==> config.mk <==
export PLATFORM = sky130hd
export DESIGN_NAME = rs232_send_fifo
export DESIGN_NICKNAME = d
export VERILOG_FILES = /design/src/rtl/rs232_pkg.sv /design/src/rtl/rs232_fifo.sv /design/src/rtl/rs232_send_fifo.sv
export SDC_FILE = /design/constraint.sdc
export NUM_CORES = 1
export LEC_CHECK = 0
export BUFFER_PORTS_ARGS = -buffer_cell sky130_fd_sc_hd__buf_4
export CAP_MARGIN = 30
export CORE_ASPECT_RATIO = 1.25
export CORE_MARGIN = 3
export CORE_UTILIZATION = 40
export CTS_CLUSTER_DIAMETER = 40
export DETAILED_ROUTE_END_ITERATION = 16
export GPL_ROUTABILITY_DRIVEN = 1
export PLACE_DENSITY = 0.56
export SYNTH_ARGS = -nofsm -noshare
export SYNTH_HDL_FRONTEND = slang
export SYNTH_SLANG_ARGS = --single-unit
==> constraint.sdc <==
create_clock -name clock -period 2.6 [get_ports clock]
set_input_delay 0.13 -clock clock [delete_from_list [all_inputs] [get_ports clock]]
set_output_delay 0.13 -clock clock [all_outputs]
set_load 0.01 [all_outputs]
==> src/rtl/rs232_pkg.sv <==
// rs232_pkg: shared FSM state encoding, parity modes and baud divisor helper for the RS232 sender
package rs232_pkg;

    typedef enum logic [2:0] {
        IDLE,
        START,
        DATA,
        PARITY,
        STOP,
        BREAK,
        BRKSTOP
    } state_t;

    localparam int PARITY_NONE = 0;
    localparam int PARITY_ODD  = 1;
    localparam int PARITY_EVEN = 2;

    // Clocks per bit, rounded to the nearest integer.
    function automatic int baud_divisor(input int clock_freq, input int baud_rate);
        return (clock_freq + baud_rate / 2) / baud_rate;
    endfunction

endpackage

==> src/rtl/rs232_fifo.sv <==
// rs232_fifo: synchronous FIFO, 2**LOG2 entries of WIDTH bits, head word always presented on dout
// Ports: clock, reset (async, active-high); push/din write side; pop/dout read side;
//        full, empty flags; level = occupancy (LOG2+1 bits).
module rs232_fifo #(
    parameter int WIDTH = 8,
    parameter int LOG2  = 4
) (
    input  logic             clock,
    input  logic             reset,
    input  logic             push,
    input  logic [WIDTH-1:0] din,
    input  logic             pop,
    output logic [WIDTH-1:0] dout,
    output logic             full,
    output logic             empty,
    output logic [LOG2:0]    level
);

    logic [WIDTH-1:0] r_mem [2**LOG2];
    logic [LOG2-1:0]  r_wr;
    logic [LOG2-1:0]  r_rd;
    logic [LOG2:0]    r_level;
    logic             w_push;
    logic             w_pop;

    assign w_pop  = pop && !empty;
    // A push while full is accepted only when a pop frees the slot in the same cycle.
    assign w_push = push && (!full || w_pop);
    assign full   = r_level[LOG2];
    assign empty  = r_level == '0;
    assign level  = r_level;
    assign dout   = r_mem[r_rd];

    always_ff @(posedge clock) begin
        if (w_push) r_mem[r_wr] <= din;
    end

    always_ff @(posedge clock or posedge reset) begin
        if (reset) begin
            r_wr    <= '0;
            r_rd    <= '0;
            r_level <= '0;
        end else begin
            if (w_push) r_wr <= r_wr + 1'b1;
            if (w_pop) r_rd <= r_rd + 1'b1;
            r_level <= r_level + {{LOG2{1'b0}}, w_push} - {{LOG2{1'b0}}, w_pop};
        end
    end

endmodule

==> src/rtl/rs232_send_fifo.sv <==
// rs232_send_fifo: FIFO-buffered UART transmitter with configurable frame and RTS_n flow control
// Ports: clock, reset (async, active-high); data/valid/ready enqueue handshake;
//        txd serial line (idle high); rts_n peer flow control (active low, asynchronous);
//        busy = frame in progress; level = FIFO occupancy.
// Build option RS232_SEND_BREAK_EN adds input brk, which holds the line low (break) from IDLE.
module rs232_send_fifo #(
    parameter int CLOCK_FREQ = 133000000,
    parameter int BAUD_RATE  = 12000000,
    parameter int DATA_BITS  = 8,
    parameter int PARITY     = 0,
    parameter int STOP_BITS  = 1,
    parameter int FIFO_LOG2  = 4
) (
    input  logic                 clock,
    input  logic                 reset,
    input  logic [DATA_BITS-1:0] data,
    input  logic                 valid,
    output logic                 ready,
    output logic                 txd,
    input  logic                 rts_n,
`ifdef RS232_SEND_BREAK_EN
    input  logic                 brk,
`endif
    output logic                 busy,
    output logic [FIFO_LOG2:0]   level
);

    import rs232_pkg::*;

    localparam int             DIVISOR   = baud_divisor(CLOCK_FREQ, BAUD_RATE);
    localparam int             CW        = $clog2(DIVISOR);
    localparam logic [CW-1:0]  DIV_LAST  = CW'(DIVISOR - 1);
    localparam logic [3:0]     DATA_LAST = 4'(DATA_BITS - 1);
    localparam logic [3:0]     STOP_LAST = 4'(STOP_BITS - 1);
    localparam logic           PAR_INV   = (PARITY == PARITY_ODD);

    if (DIVISOR < 2) begin : g_div_chk
        $error("rs232_send_fifo: DIVISOR must be >= 2");
    end

    state_t               r_state;
    logic [CW-1:0]        r_cnt;
    logic [3:0]           r_bit;
    logic [DATA_BITS-1:0] r_shift;
    logic                 r_par;
    logic                 r_txd;
    logic                 r_rts_m;
    logic                 r_rts;
    logic [DATA_BITS-1:0] w_head;
    logic                 w_full;
    logic                 w_empty;
    logic                 w_tick;
    logic                 w_last_stop;
    logic                 w_brk;
    logic                 w_pop;

`ifdef RS232_SEND_BREAK_EN
    assign w_brk = brk;
`else
    assign w_brk = 1'b0;
`endif

    rs232_fifo #(.WIDTH(DATA_BITS), .LOG2(FIFO_LOG2)) u_fifo (
        .clock (clock),
        .reset (reset),
        .push  (valid),
        .din   (data),
        .pop   (w_pop),
        .dout  (w_head),
        .full  (w_full),
        .empty (w_empty),
        .level (level)
    );

    assign ready       = !w_full;
    assign txd         = r_txd;
    assign busy        = r_state != IDLE;
    assign w_tick      = r_cnt == DIV_LAST;
    assign w_last_stop = r_state == STOP && w_tick && r_bit == STOP_LAST;
    // Popping the head is the IDLE->START (or STOP->START back-to-back) decision itself.
    assign w_pop       = !w_empty && !r_rts && !w_brk && (r_state == IDLE || w_last_stop);

    // Reset to 1 so nothing is sent until the peer has been seen low for two clocks.
    always_ff @(posedge clock or posedge reset) begin
        if (reset) begin
            r_rts_m <= 1'b1;
            r_rts   <= 1'b1;
        end else begin
            r_rts_m <= rts_n;
            r_rts   <= r_rts_m;
        end
    end

    always_ff @(posedge clock or posedge reset) begin
        if (reset) begin
            r_state <= IDLE;
            r_cnt   <= '0;
            r_bit   <= '0;
            r_shift <= '0;
            r_par   <= 1'b0;
            r_txd   <= 1'b1;
        end else begin
            // Held at 0 in IDLE and cleared on every tick, so each state starts a fresh bit period.
            r_cnt <= (r_state == IDLE || w_tick) ? '0 : r_cnt + 1'b1;
            if (w_pop) begin
                r_state <= START;
                r_txd   <= 1'b0;
                r_shift <= w_head;
                r_par   <= ^w_head ^ PAR_INV;
            end else begin
                case (r_state)
`ifdef RS232_SEND_BREAK_EN
                    IDLE: if (w_brk) begin
                        r_state <= BREAK;
                        r_txd   <= 1'b0;
                    end
                    BREAK: if (!w_brk) begin
                        r_state <= BRKSTOP;
                        r_cnt   <= '0;
                        r_bit   <= '0;
                        r_txd   <= 1'b1;
                    end
                    BRKSTOP: if (w_tick) begin
                        if (r_bit != STOP_LAST) r_bit <= r_bit + 1'b1;
                        else r_state <= IDLE;
                    end
`endif
                    START: if (w_tick) begin
                        r_state <= DATA;
                        r_bit   <= '0;
                        r_txd   <= r_shift[0];
                        r_shift <= r_shift >> 1;
                    end
                    DATA: if (w_tick) begin
                        if (r_bit != DATA_LAST) begin
                            r_bit   <= r_bit + 1'b1;
                            r_txd   <= r_shift[0];
                            r_shift <= r_shift >> 1;
                        end else if (PARITY != PARITY_NONE) begin
                            r_state <= rs232_pkg::PARITY;
                            r_txd   <= r_par;
                        end else begin
                            r_state <= STOP;
                            r_bit   <= '0;
                            r_txd   <= 1'b1;
                        end
                    end
                    rs232_pkg::PARITY: if (w_tick) begin
                        r_state <= STOP;
                        r_bit   <= '0;
                        r_txd   <= 1'b1;
                    end
                    STOP: if (w_tick) begin
                        if (r_bit != STOP_LAST) r_bit <= r_bit + 1'b1;
`ifdef RS232_SEND_BREAK_EN
                        else if (w_brk) begin
                            r_state <= BREAK;
                            r_txd   <= 1'b0;
                        end
`endif
                        else r_state <= IDLE;
                    end
                    default: r_state <= IDLE;
                endcase
            end
        end
    end

endmodule

# ---- After elaboration in Yosys (flattened, before gate mapping)
# Memories as Yosys holds them, arrays and structs flattened.
# Cells that the tools add are included.
dict set report word_totals {
  register_bits 35
  ramBits 128
  input_bits 12
  out_inout_bits 8
  memories 1
}
# memory depth word_bits read_ports rd_ports_with_merged_regs wr line_no
set memory_table {}
lappend memory_table {u_fifo.r_mem 16 8 1 0 1 rs232_fifo.sv:19} ;# logic [WIDTH-1:0] r_mem [2**LOG2];
dict set report op_classes {
  add_sub_neg 6
  n_eq_ne 17
  mux 28
  bitwise 1
  n_reduce_logical 25
}
# operator n
set op_table {}
lappend op_table {{2-to-1 mux 8 bit} 4}
lappend op_table {{2-to-1 mux 4 bit} 6}
lappend op_table {{2-to-1 mux 3 bit} 7}
lappend op_table {{!= test 3 x 2 -> 1 bit (second input constant)} 7}
lappend op_table {{adder 4 x 1 -> 4 bit (second input constant)} 4}
lappend op_table {{case mux 8 bit (2 select lines)} 1}
lappend op_table {{case mux 3 bit (4 select lines)} 1}
lappend op_table {{case mux 4 bit (3 select lines)} 1}
lappend op_table {{AND reduction 6 bit} 2}
lappend op_table {{nonzero test 3 bit} 3}
lappend op_table {{AND reduction 4 bit} 2}
lappend op_table {{nonzero test 4 bit} 2}
lappend op_table {{2-to-1 mux 1 bit} 7}
lappend op_table {{== test 3 x 2 -> 1 bit (second input constant)} 2}
lappend op_table {{logical AND 1 bit} 6}
lappend op_table {{adder 5 x 1 -> 5 bit} 1}
lappend op_table {{zero test 5 bit} 1}
lappend op_table {{subtractor 5 x 1 -> 5 bit} 1}
lappend op_table {{== test 4 bit (second input constant)} 1}
lappend op_table {{zero test 4 bit} 1}
lappend op_table {{!= test 2 x 1 -> 1 bit (second input constant)} 2}
lappend op_table {{!= test 2 bit (second input constant)} 2}
lappend op_table {{!= test 4 x 3 -> 1 bit (second input constant)} 1}
lappend op_table {{== test 3 x 1 -> 1 bit (second input constant)} 1}
lappend op_table {{other kinds (7)} 11}

# ---- Depth between registers and ports, before layout
# Gate-level depths: netlist of run 1.
dict set report depth {
  word_depth 10
  ltp_mapped 17
  depth_no_buf 15
}

# ---- By module
# A second synthesis of run 1 with hierarchy kept.
dict set report unflattened {
  cells_unflattened 401
  hier_area_um2 6937.9
}
# mod instances cells_per_inst area_each_um2 seq_area_each_um2
set modules_own_cells {}
lappend modules_own_cells {rs232_fifo 1 285 5758.0 4169.0}
lappend modules_own_cells {rs232_send_fifo 1 116 1179.9 554.3}

# ---- Worst setup path before layout of run 1
# Ideal clock, no wire load.
dict set report synth_timing {
  path_type {register to register}
  from {register r_cnt[0]}
  to {register u_fifo.r_level[4], in the netlist u_fifo.level[4]}
  setup_time_ns 0.125
  arrival_time_ns 2.552
  setup_slack_ns -0.077
  path_stages_with_launch 18
  n_path_buf 2
  path_cell_list {dfrtp_1 inv_1 ha_1 and3b_2 nand2_1 a21oi_1 buf_4 buf_6 ha_1 inv_1 ha_1 inv_1 fa_1 inv_1 a21oi_1 nor2_1 nor2_1 xnor2_1}
}
dict set report synth_via {
  elab_chain_cells 10
}
# item line_no
set synth_lines {}
lappend synth_lines {{from (decl)} rs232_send_fifo.sv:42} ;# logic [CW-1:0] r_cnt;
lappend synth_lines {{from (signal assigned)} rs232_send_fifo.sv:104} ;# r_cnt <= (r_state == IDLE || w_tick) ? '0 : r_cnt + 1'b1;
lappend synth_lines {{== test 4 bit (*)} rs232_send_fifo.sv:78} ;# assign w_tick = r_cnt == DIV_LAST;
lappend synth_lines {{logical AND 1 bit (*) (2 in series)} rs232_send_fifo.sv:79} ;# assign w_last_stop = r_state == STOP && w_tick && r_bit == STOP_LAST;
lappend synth_lines {{logical OR 1 bit (*)} rs232_send_fifo.sv:81} ;# assign w_pop = !w_empty && !r_rts && !w_brk && (r_state == IDLE || w_last_stop);
lappend synth_lines {{logical AND 1 bit (*)} rs232_send_fifo.sv:81}
lappend synth_lines {{logical AND 1 bit (*)} rs232_fifo.sv:26} ;# assign w_pop = pop && !empty;
lappend synth_lines {{via u_fifo.w_pop} rs232_fifo.sv:24} ;# logic w_pop;
lappend synth_lines {{logical OR 1 bit} rs232_fifo.sv:28} ;# assign w_push = push && (!full || w_pop);
lappend synth_lines {{logical AND 1 bit} rs232_fifo.sv:28}
lappend synth_lines {{adder 5 x 1 -> 5 bit} rs232_fifo.sv:46} ;# r_level <= r_level + {{LOG2{1'b0}}, w_push} - {{LOG2{1'b0}}, w_pop};
lappend synth_lines {{subtractor 5 x 1 -> 5 bit (*)} rs232_fifo.sv:46}
lappend synth_lines {{to (signal assigned)} rs232_fifo.sv:46}
lappend synth_lines {{to (decl)} rs232_fifo.sv:22} ;# logic [LOG2:0] r_level;
# Mark *: on every way through the listed nets, which the timed path passes. The rest lies on a longest branch.
# A chain may end at the register's enable or synchronous reset.

# ---- Final worst setup path of run 1
dict set report layout_timing {
  from {register r_bit[0]}
  to {register u_fifo.r_level[4], in the netlist u_fifo.level[4]}
}
dict set report layout_via {
  elab_chain_cells 9
}
# item line_no
set layout_lines {}
lappend layout_lines {{from (decl)} rs232_send_fifo.sv:43} ;# logic [3:0] r_bit;
lappend layout_lines {{from (signal assigned)} rs232_send_fifo.sv:136} ;# r_bit <= r_bit + 1'b1;
lappend layout_lines {{from (signal assigned)} rs232_send_fifo.sv:154} ;# if (r_bit != STOP_LAST) r_bit <= r_bit + 1'b1;
lappend layout_lines {{zero test 4 bit (*)} rs232_send_fifo.sv:79}
lappend layout_lines {{logical AND 1 bit (*)} rs232_send_fifo.sv:79}
lappend layout_lines {{logical OR 1 bit (*)} rs232_send_fifo.sv:81}
lappend layout_lines {{logical AND 1 bit (*)} rs232_send_fifo.sv:81}
lappend layout_lines {{logical AND 1 bit (*)} rs232_fifo.sv:26}
lappend layout_lines {{logical OR 1 bit} rs232_fifo.sv:28}
lappend layout_lines {{logical AND 1 bit} rs232_fifo.sv:28}
lappend layout_lines {{adder 5 x 1 -> 5 bit} rs232_fifo.sv:46}
lappend layout_lines {{subtractor 5 x 1 -> 5 bit (*)} rs232_fifo.sv:46}
# Every way passes the cells marked *; elsewhere a longest branch is shown, timed or not.

==> results of run 1 <==
-- registers in the layout (all words and copies together), names as in the netlist --
signal,count
r_state,3
r_rts,1
r_bit,4
u_fifo.r_rd,4
u_fifo.r_mem,128
r_rts_m,1
txd,1
r_shift,8
r_cnt,4
u_fifo.level,5
u_fifo.r_wr,4
-- critical path: stages (launching register included) --
cell	delay [ns]
dfrtp_1	0.42
inv_2	0.07
ha_1	0.14
nor3b_4	0.20
nand2_2	0.11
a21oi_2	0.17
ha_1	0.24
inv_1	0.05
ha_1	0.15
inv_1	0.05
fa_2	0.34
inv_1	0.06
a21oi_1	0.05
nor2_1	0.09
nor2_1	0.05
xnor2_1	0.12
-- worst max path at each step --
stage,startpoint,slack (ns),to
3_3_place_gp,r_cnt[0]$_DFF_PP0_,0.18,u_fifo.level[4]$_DFF_PP0_
4_1_cts,r_bit[0]$_DFFE_PP0P_,0.13,u_fifo.level[4]$_DFF_PP0_
6_report,r_bit[0]$_DFFE_PP0P_,0.16,u_fifo.level[4]$_DFF_PP0_
3_5_place_dp,r_bit[0]$_DFFE_PP0P_,0.14,u_fifo.level[4]$_DFF_PP0_
5_1_grt,r_cnt[0]$_DFF_PP0_,-0.03,u_fifo.level[4]$_DFF_PP0_
2_1_floorplan,r_cnt[0]$_DFF_PP0_,0.03,u_fifo.level[4]$_DFF_PP0_
-- kinds of logic (layout without fill, tap and decap cells) --
| logic type | count (synthesis) | in the layout |
|---|---|---|
| flip-flops | 163 | 163 |
| AND/OR/NAND/NOR | 100 | 100 |
| AO/OA/AOI/OAI | 45 | 45 |
| buffers and inverters | 39 | 102 |
| multiplexers | 34 | 34 |
| adder cells (fa/ha/maj) | 16 | 16 |
| XOR/XNOR | 12 | 12 |
-- layout make-up --
cell class              instances  share of cell area (%)
inverters                      18                   0.836
clock inverters                 8                   0.991
well taps                     220                    3.41
flip-flops and latches        163                    58.5
repair buffers                 52                    5.98
multi-input cells             207                    24.5
clock buffers                  24                    5.84
-- through the flow --
stage          std cells  hold slack (ns)  total power [mW]  setup TNS (ns)
6_report             692           0.0331              6.30               0
5_1_grt              692           0.0461              6.59         -0.0262
4_1_cts              690           0.0347              6.37               0
3_5_place_dp         656            0.241              4.03               0
3_3_place_gp         656            0.241              4.01               0
2_1_floorplan        409            0.134              3.70               0
-- report_power, final --
group | internal, mW | leakage [nW] | switching [mW]
combinational | 0.378 | 1.08 | 0.420
clock | 1.37 | 0.263 | 0.971
sequential | 3.03 | 1.58 | 0.139
-- synthesized netlist by cell type (3+ instances only) --
master,number,area (um2)
a21oi_1,5,25.0
a22oi_1,5,37.5
and2_1,8,50.1
and4_1,4,35.0
buf_2,8,40.0
buf_4,4,30.0
buf_6,3,33.8
clkbuf_1,3,11.3
dfrtp_1,32,801
dfstp_2,3,78.8
edfxtp_1,128,3840
ha_1,15,188
inv_1,18,67.6
mux2_1,3,33.8
mux4_2,28,631
nand2_1,20,75.1
nand2b_1,6,37.5
nand3_1,9,45.0
nand3b_1,4,30.0
nand4_1,7,43.8
nor2_1,13,48.8
nor2b_1,8,50.1
nor3_1,3,15.0
nor3b_1,7,52.6
o21ai_0,8,40.0
o21bai_1,3,22.5
o221a_2,5,56.3
xnor2_1,9,78.8
xor2_1,3,26.3
-- cell usage in the layout (no fill, tap or decap), drive strengths merged, types with 4 or more instances in the layout --
master	count
xnor2	9
nand2	21
nor3b	8
and4	4
nand2b	6
clkbuf	24
edfxtp	128
inv	20
ha	15
a21oi	5
nor2b	8
mux2	5
o21ai	9
nand3	9
nor2	13
buf	50
nand4	7
a22oi	5
and2	8
nand3b	4
mux4	28
o221a	5
dfrtp	32
-- metal layers --
layer / part of all wire (%) / up-vias
li1: - / 1684
met1: 44 / 1861
met2: 51 / 62
met3: 3.1 / 19
met4: 2.3 / 0
met5: 0 / -
-- repair_timing --
item,4_1_cts,5_1_grt
hold buffers,2,0
setup buffers,0,2
endpoints found under the hold margin,33,0
gates resized for setup,0,2
endpoints found under the setup margin,0,17
==> flow_metrics.tcl, run 1 <==
set metrics [dict create \
    skew_ns 0.0149 \
    nets 487 \
    syn_avg_cell_area_um2 16.9 \
    port_buffers 19 \
    place_ws_ns 0.136 \
    fin_crit_ns 2.44 \
    hold_depth 1 \
    routed_wl_um 13700 \
    reg2reg_to "u_fifo.level[4]$_DFF_PP0_" \
    grt-ovfl-total 0 \
    r2r_cells 15 \
    cp_max_fo 4 \
    fmax_ghz 0.410 \
    fp.coreArea_mm2 0.0168 \
    r2r-start "r_bit[0]$_DFFE_PP0P_" \
    whs_endpoint "u_fifo.r_mem[2][3]$_DFFE_PP_" \
    fp-row-count 53 \
    use_met1_pct 20.0 \
    synth_xor_area_share_pct 1.52 \
    die_w_um 123 \
    vias_per_cell 5.24 \
    synth_edf_count 128 \
    die_h_um 153 \
    critPathLaunchType "register" \
    synth_cell_type_count 56 \
    yosys-mux-area-fraction_pct 10.1 \
    htreeDepth 4 \
    post_dp_cell_area_mm2 0.00748 \
    fin_area_mm2 0.00808 \
    grt.busiest_layer "met2" \
    crit_required_ns 2.90 \
    max-vdd-ir-drop_mv 0.465 \
    ctsLongestPathBuffers 2 \
    fin_util_pct 48.0 \
    finalSetupViolCount 0 \
    grt_max_degree 37 \
    synthCells 409 \
    cts.sinks 163 \
    relSlewSlack_pct 62.4 \
    diodes 0 \
    area_growth_pct 17.1 \
    seq_area_frac_synth_pct 68.5 \
    initial_core_util_pct 41.0 \
    synth-compound-area-share_pct 5.10 \
    min_from "data[3]" \
    worstHoldPathType "in2reg" \
    yosys_warnings 0 \
    async_flop_share_pct 21.5 \
    grtUsageMet3_pct 3.77 \
    cts-root-buf "clkbuf_16" \
    cts_buffers 17 \
    synth_ff_type "edfxtp_1" \
    wire_per_inst_um 19.7 \
    r2r_slack_ns 0.16 \
    dp_hpwl_um 8990 \
    tightestPinTransition_ns 0.564 \
    first_pass_iters 4 \
    synthAdderAreaFrac_pct 3.01 \
    grt_pass1_vias 3908 \
    power.density_mw_per_mm2 780 \
    routabilityCongestion 0.771 \
    drive_above_1_share_pct 27.5 \
    antenna_left 0 \
    via_count 3626 \
    synth-simple-area-share_pct 8.51 \
    cts_tree "yes" \
    synth_top_family_by_area "multiplexers" \
    multi_input_area_mm2 0.00198 \
    hold_violations 0 \
    drc 0 \
    gr-usage-met2_pct 26.1 \
    status "complete, no violations" \
    ys_seq_elements 163 \
    cp.arrival_ns 2.74 \
    antenna_found_initial 0 \
    io_pins 20 \
    rsz0062_at_grt "yes" \
    synth_nets 437 \
    fin_crit_sh_pct 93.8 \
    clk_latency_ns 0.43 \
    setup_ws_ns 0.162 \
    fp.dieArea_mm2 0.0189 \
    clkTransAtPathRegs_ns 0.06 \
    path_class "reg2reg" \
    drv_slew 0 \
    regArea_mm2 0.00472 \
    drv_cap 0 \
    power_leakage_nw 2.92 \
    grt_usage_pct 15.9 \
    grt_first_pass_wirelength_um 22000 \
    fillers 1453 \
    syn-cell-area_mm2 0.00690 \
    worstSetupEndpointType "register" \
    first_iter_violations 191 \
]
Power figures use the tool's default switching activity.
==> inputs of run 2 (changes only) <==
--- a/config.mk
+++ b/config.mk
@@ -16,4 +16,5 @@
 export PLACE_DENSITY = 0.56
 export SYNTH_ARGS = -nofsm -noshare
 export SYNTH_HDL_FRONTEND = slang
+export SYNTH_HIERARCHICAL = 1
 export SYNTH_SLANG_ARGS = --single-unit
==> constraint.sdc (replaced) <==
create_clock -name clock -period 2.6 [get_ports clock]
set_input_delay 0.13 -clock clock [delete_from_list [all_inputs] [get_ports clock]]
set_output_delay 0.13 -clock clock [all_outputs]
set_load 0.05 [all_outputs]
==> run 2 against run 1 <==
  * The run now ends with negative setup slack left
  * Sequential power about the same
  * Register-to-register slack lost 0.44 ns
  * Sequential share of layout area decreased by 2.6 points
  * Setup slack got worse by 0.44 ns
  * Design area up 4.7%
  * Hold slack worse by 0.018 ns
  * First-iteration DRC count up 4.2%
  * Combinational power grew 55%
  * Largest cell class unchanged
  * Largest power group unchanged
==> flow_metrics.tcl, run 2 <==
set metrics [dict create \
    cts_buffers 17 \
    fin_crit_ns 2.88 \
    dp_hpwl_um 8850 \
    top_register "u_fifo/r_mem" \
    synth_area_leaders "edfxtp_1 (55%), dfrtp_1 (12%), mux4_2 (6.8%)" \
    path_class "reg2reg" \
    finalSetupViolCount 36 \
    fmax_ghz 0.347 \
    setup_ws_ns -0.278 \
    drive_above_1_share_pct 33.5 \
    routabilityCongestion 0.730 \
    fin_crit_sh_pct 111 \
    grt_max_degree 36 \
    cts-root-buf "clkbuf_16" \
    syn_avg_cell_area_um2 17.3 \
    die_w_um 124 \
    cp.arrival_ns 3.00 \
    fin_setup_tns_ns -9.21 \
    port_buffers 19 \
    drc 0 \
    fp.dieArea_mm2 0.0190 \
    seq_area_frac_synth_pct 68.1 \
    initial_core_util_pct 41.0 \
    async_flop_share_pct 21.5 \
    vias_per_cell 5.27 \
    grtUsageMet3_pct 3.07 \
    wire_per_inst_um 19.5 \
    cts_tree "yes" \
    min_from "data[7]" \
    syn-cell-area_mm2 0.00694 \
    fp-row-count 53 \
    synthTopCellsByCount "edfxtp_1 (128), dfrtp_1 (32), inv_1 (23)" \
    reg2reg_to "u_fifo/r_mem[8][5]$_DFFE_PP_" \
    first_pass_iters 4 \
    layout_commonest_cell "edfxtp_1" \
    violations "negative setup slack" \
    drv_cap 0 \
    critPathLaunchType "register" \
    diodes 0 \
    routed_wl_um 13600 \
    yosysMostFrequentCell "edfxtp_1" \
    status "complete, but fails checks" \
    clkTransAtPathRegs_ns 0.07 \
    cts.sinks 163 \
    io_pins 20 \
    ys_seq_elements 163 \
    whs_endpoint "u_fifo/r_mem[4][7]$_DFFE_PP_" \
    r2r-start "u_fifo/level[2]$_DFF_PP0_" \
    synthCells 401 \
    synth_ff_type "edfxtp_1" \
    die_h_um 153 \
    rsz0062_at_grt "yes" \
    area_growth_pct 21.9 \
    final_cell_mix "edfxtp_1 (128), buf_4 (53), dfrtp_1 (29), mux4_2 (21)" \
    grt.busiest_layer "met2" \
    worstSetupEndpointType "register" \
    antenna_found_initial 0 \
    yosys_warnings 6 \
    hold_depth 1 \
    relSlewSlack_pct 43.7 \
    power.density_mw_per_mm2 836 \
    synth_top_area_share_pct 55.4 \
    synth_nets 429 \
    nets 492 \
    synth_top_area_cell "edfxtp_1" \
    largest_register_ffs 128 \
    ctsLongestPathBuffers 2 \
    drv_slew 0 \
    dpl.cell_count 661 \
    clk_latency_ns 0.42 \
    grt_usage_pct 15.8 \
    grt-ovfl-total 0 \
    cp_max_fo 8 \
    max-vdd-ir-drop_mv 0.575 \
    synth_edf_count 128 \
    htreeDepth 4 \
    tightestPinTransition_ns 0.843 \
    grt_first_pass_wirelength_um 22300 \
    use_met1_pct 20.9 \
    gr-usage-met2_pct 25.7 \
    r2r_slack_ns -0.28 \
    first_iter_violations 199 \
    skew_ns 0.00886 \
    final_cells 697 \
    worstHoldPathType "in2reg" \
    crit_required_ns 2.72 \
    hold_violations 0 \
    synth_cell_type_count 53 \
    r2r_cells 14 \
    grt_pass1_vias 3981 \
    fp.coreArea_mm2 0.0169 \
    antenna_left 0 \
    power_leakage_nw 3.08 \
    via_count 3674 \
]
-- run 2: area by class of cell --
class | count | area (um2)
flip-flops and latches | 163 | 4730
repair buffers | 65 | 548
clock buffers | 17 | 425
fillers | 1396 | 8460
clock inverters | 15 | 214
multi-input cells | 194 | 2180
inverters | 23 | 86.3
well taps | 220 | 275
-- run 2: critical path: stages (launching register included) --
cell       delay [ns]
dfrtp_2          0.37
inv_2            0.05
ha_4             0.14
or4b_4           0.20
inv_2            0.03
or4_4            0.43
nor2_4           0.13
inv_2            0.06
buf_4            0.13
buf_4            0.13
buf_6            0.10
buf_6            0.11
a2111oi_4        0.27
buf_4            0.18
and2_4           0.23
-- run 2: routing by layer --
metal  wire length [um]  vias to the layer above
li1                   -                     1732
met1               6050                     1902
met2               7100                       25
met3                198                       15
met4                248                        0
met5                  0                        -
-- run 2: cell families after synthesis --
family	count (synthesis)	share of synthesized area, %
flops	163	68.1
mux	34	11.3
compound gates	65	6.94
xor+xnor	13	1.64
fa+ha+maj	16	2.99
simple gates	66	5.90
buf+inv	44	3.14
-- run 2: repair_timing --
action | CTS | global route
hold buffers | 2 | 0
hold endpoints to repair | 33 | 0
pin swaps | 6 | 3
gates cloned | 0 | 0
setup endpoints to repair | 36 | 133
resized for setup | 27 | 8
buffers inserted | 9 | 2
-- run 2: power breakdown --
group	switching, mW	internal (mW)	leakage, nW
clock	1.10	1.56	0.309
sequential	0.151	3.02	1.57
combinational	0.700	0.537	1.20
-- run 2: worst max-delay path by stage --
| stage | from | to | cells past startpoint |
|---|---|---|---|
| final | u_fifo/level[2]$_DFF_PP0_ | u_fifo/r_mem[8][5]$_DFFE_PP_ | 14 |
| after global routing | u_fifo/level[2]$_DFF_PP0_ | u_fifo/level[4]$_DFF_PP0_ | 16 |
| after CTS | u_fifo/level[3]$_DFF_PP0_ | u_fifo/level[4]$_DFF_PP0_ | 16 |
| after detailed placement | u_fifo/level[3]$_DFF_PP0_ | u_fifo/level[4]$_DFF_PP0_ | 16 |
| after global placement | u_fifo/level[3]$_DFF_PP0_ | u_fifo/level[4]$_DFF_PP0_ | 16 |
| after floorplan | u_fifo/level[3]$_DFF_PP0_ | u_fifo/level[4]$_DFF_PP0_ | 17 |
-- run 2: through the flow --
step / instance area, um2 / power [mW] / worst slack [ns] / utilization [%] / hold slack [ns]
after floorplan: 7040 / 3.90 / -0.654 / - / 0.00682
after global placement: 7710 / 4.30 / -0.265 / 45.6 / 0.216
after detailed placement: 7710 / 4.35 / -0.327 / 45.6 / 0.221
after CTS: 8490 / 7.14 / -0.305 / 50.2 / 0.00216
after global routing: 8450 / 7.40 / -0.430 / 50.0 / 0.0216
final: 8450 / 7.06 / -0.278 / 50.0 / 0.0155
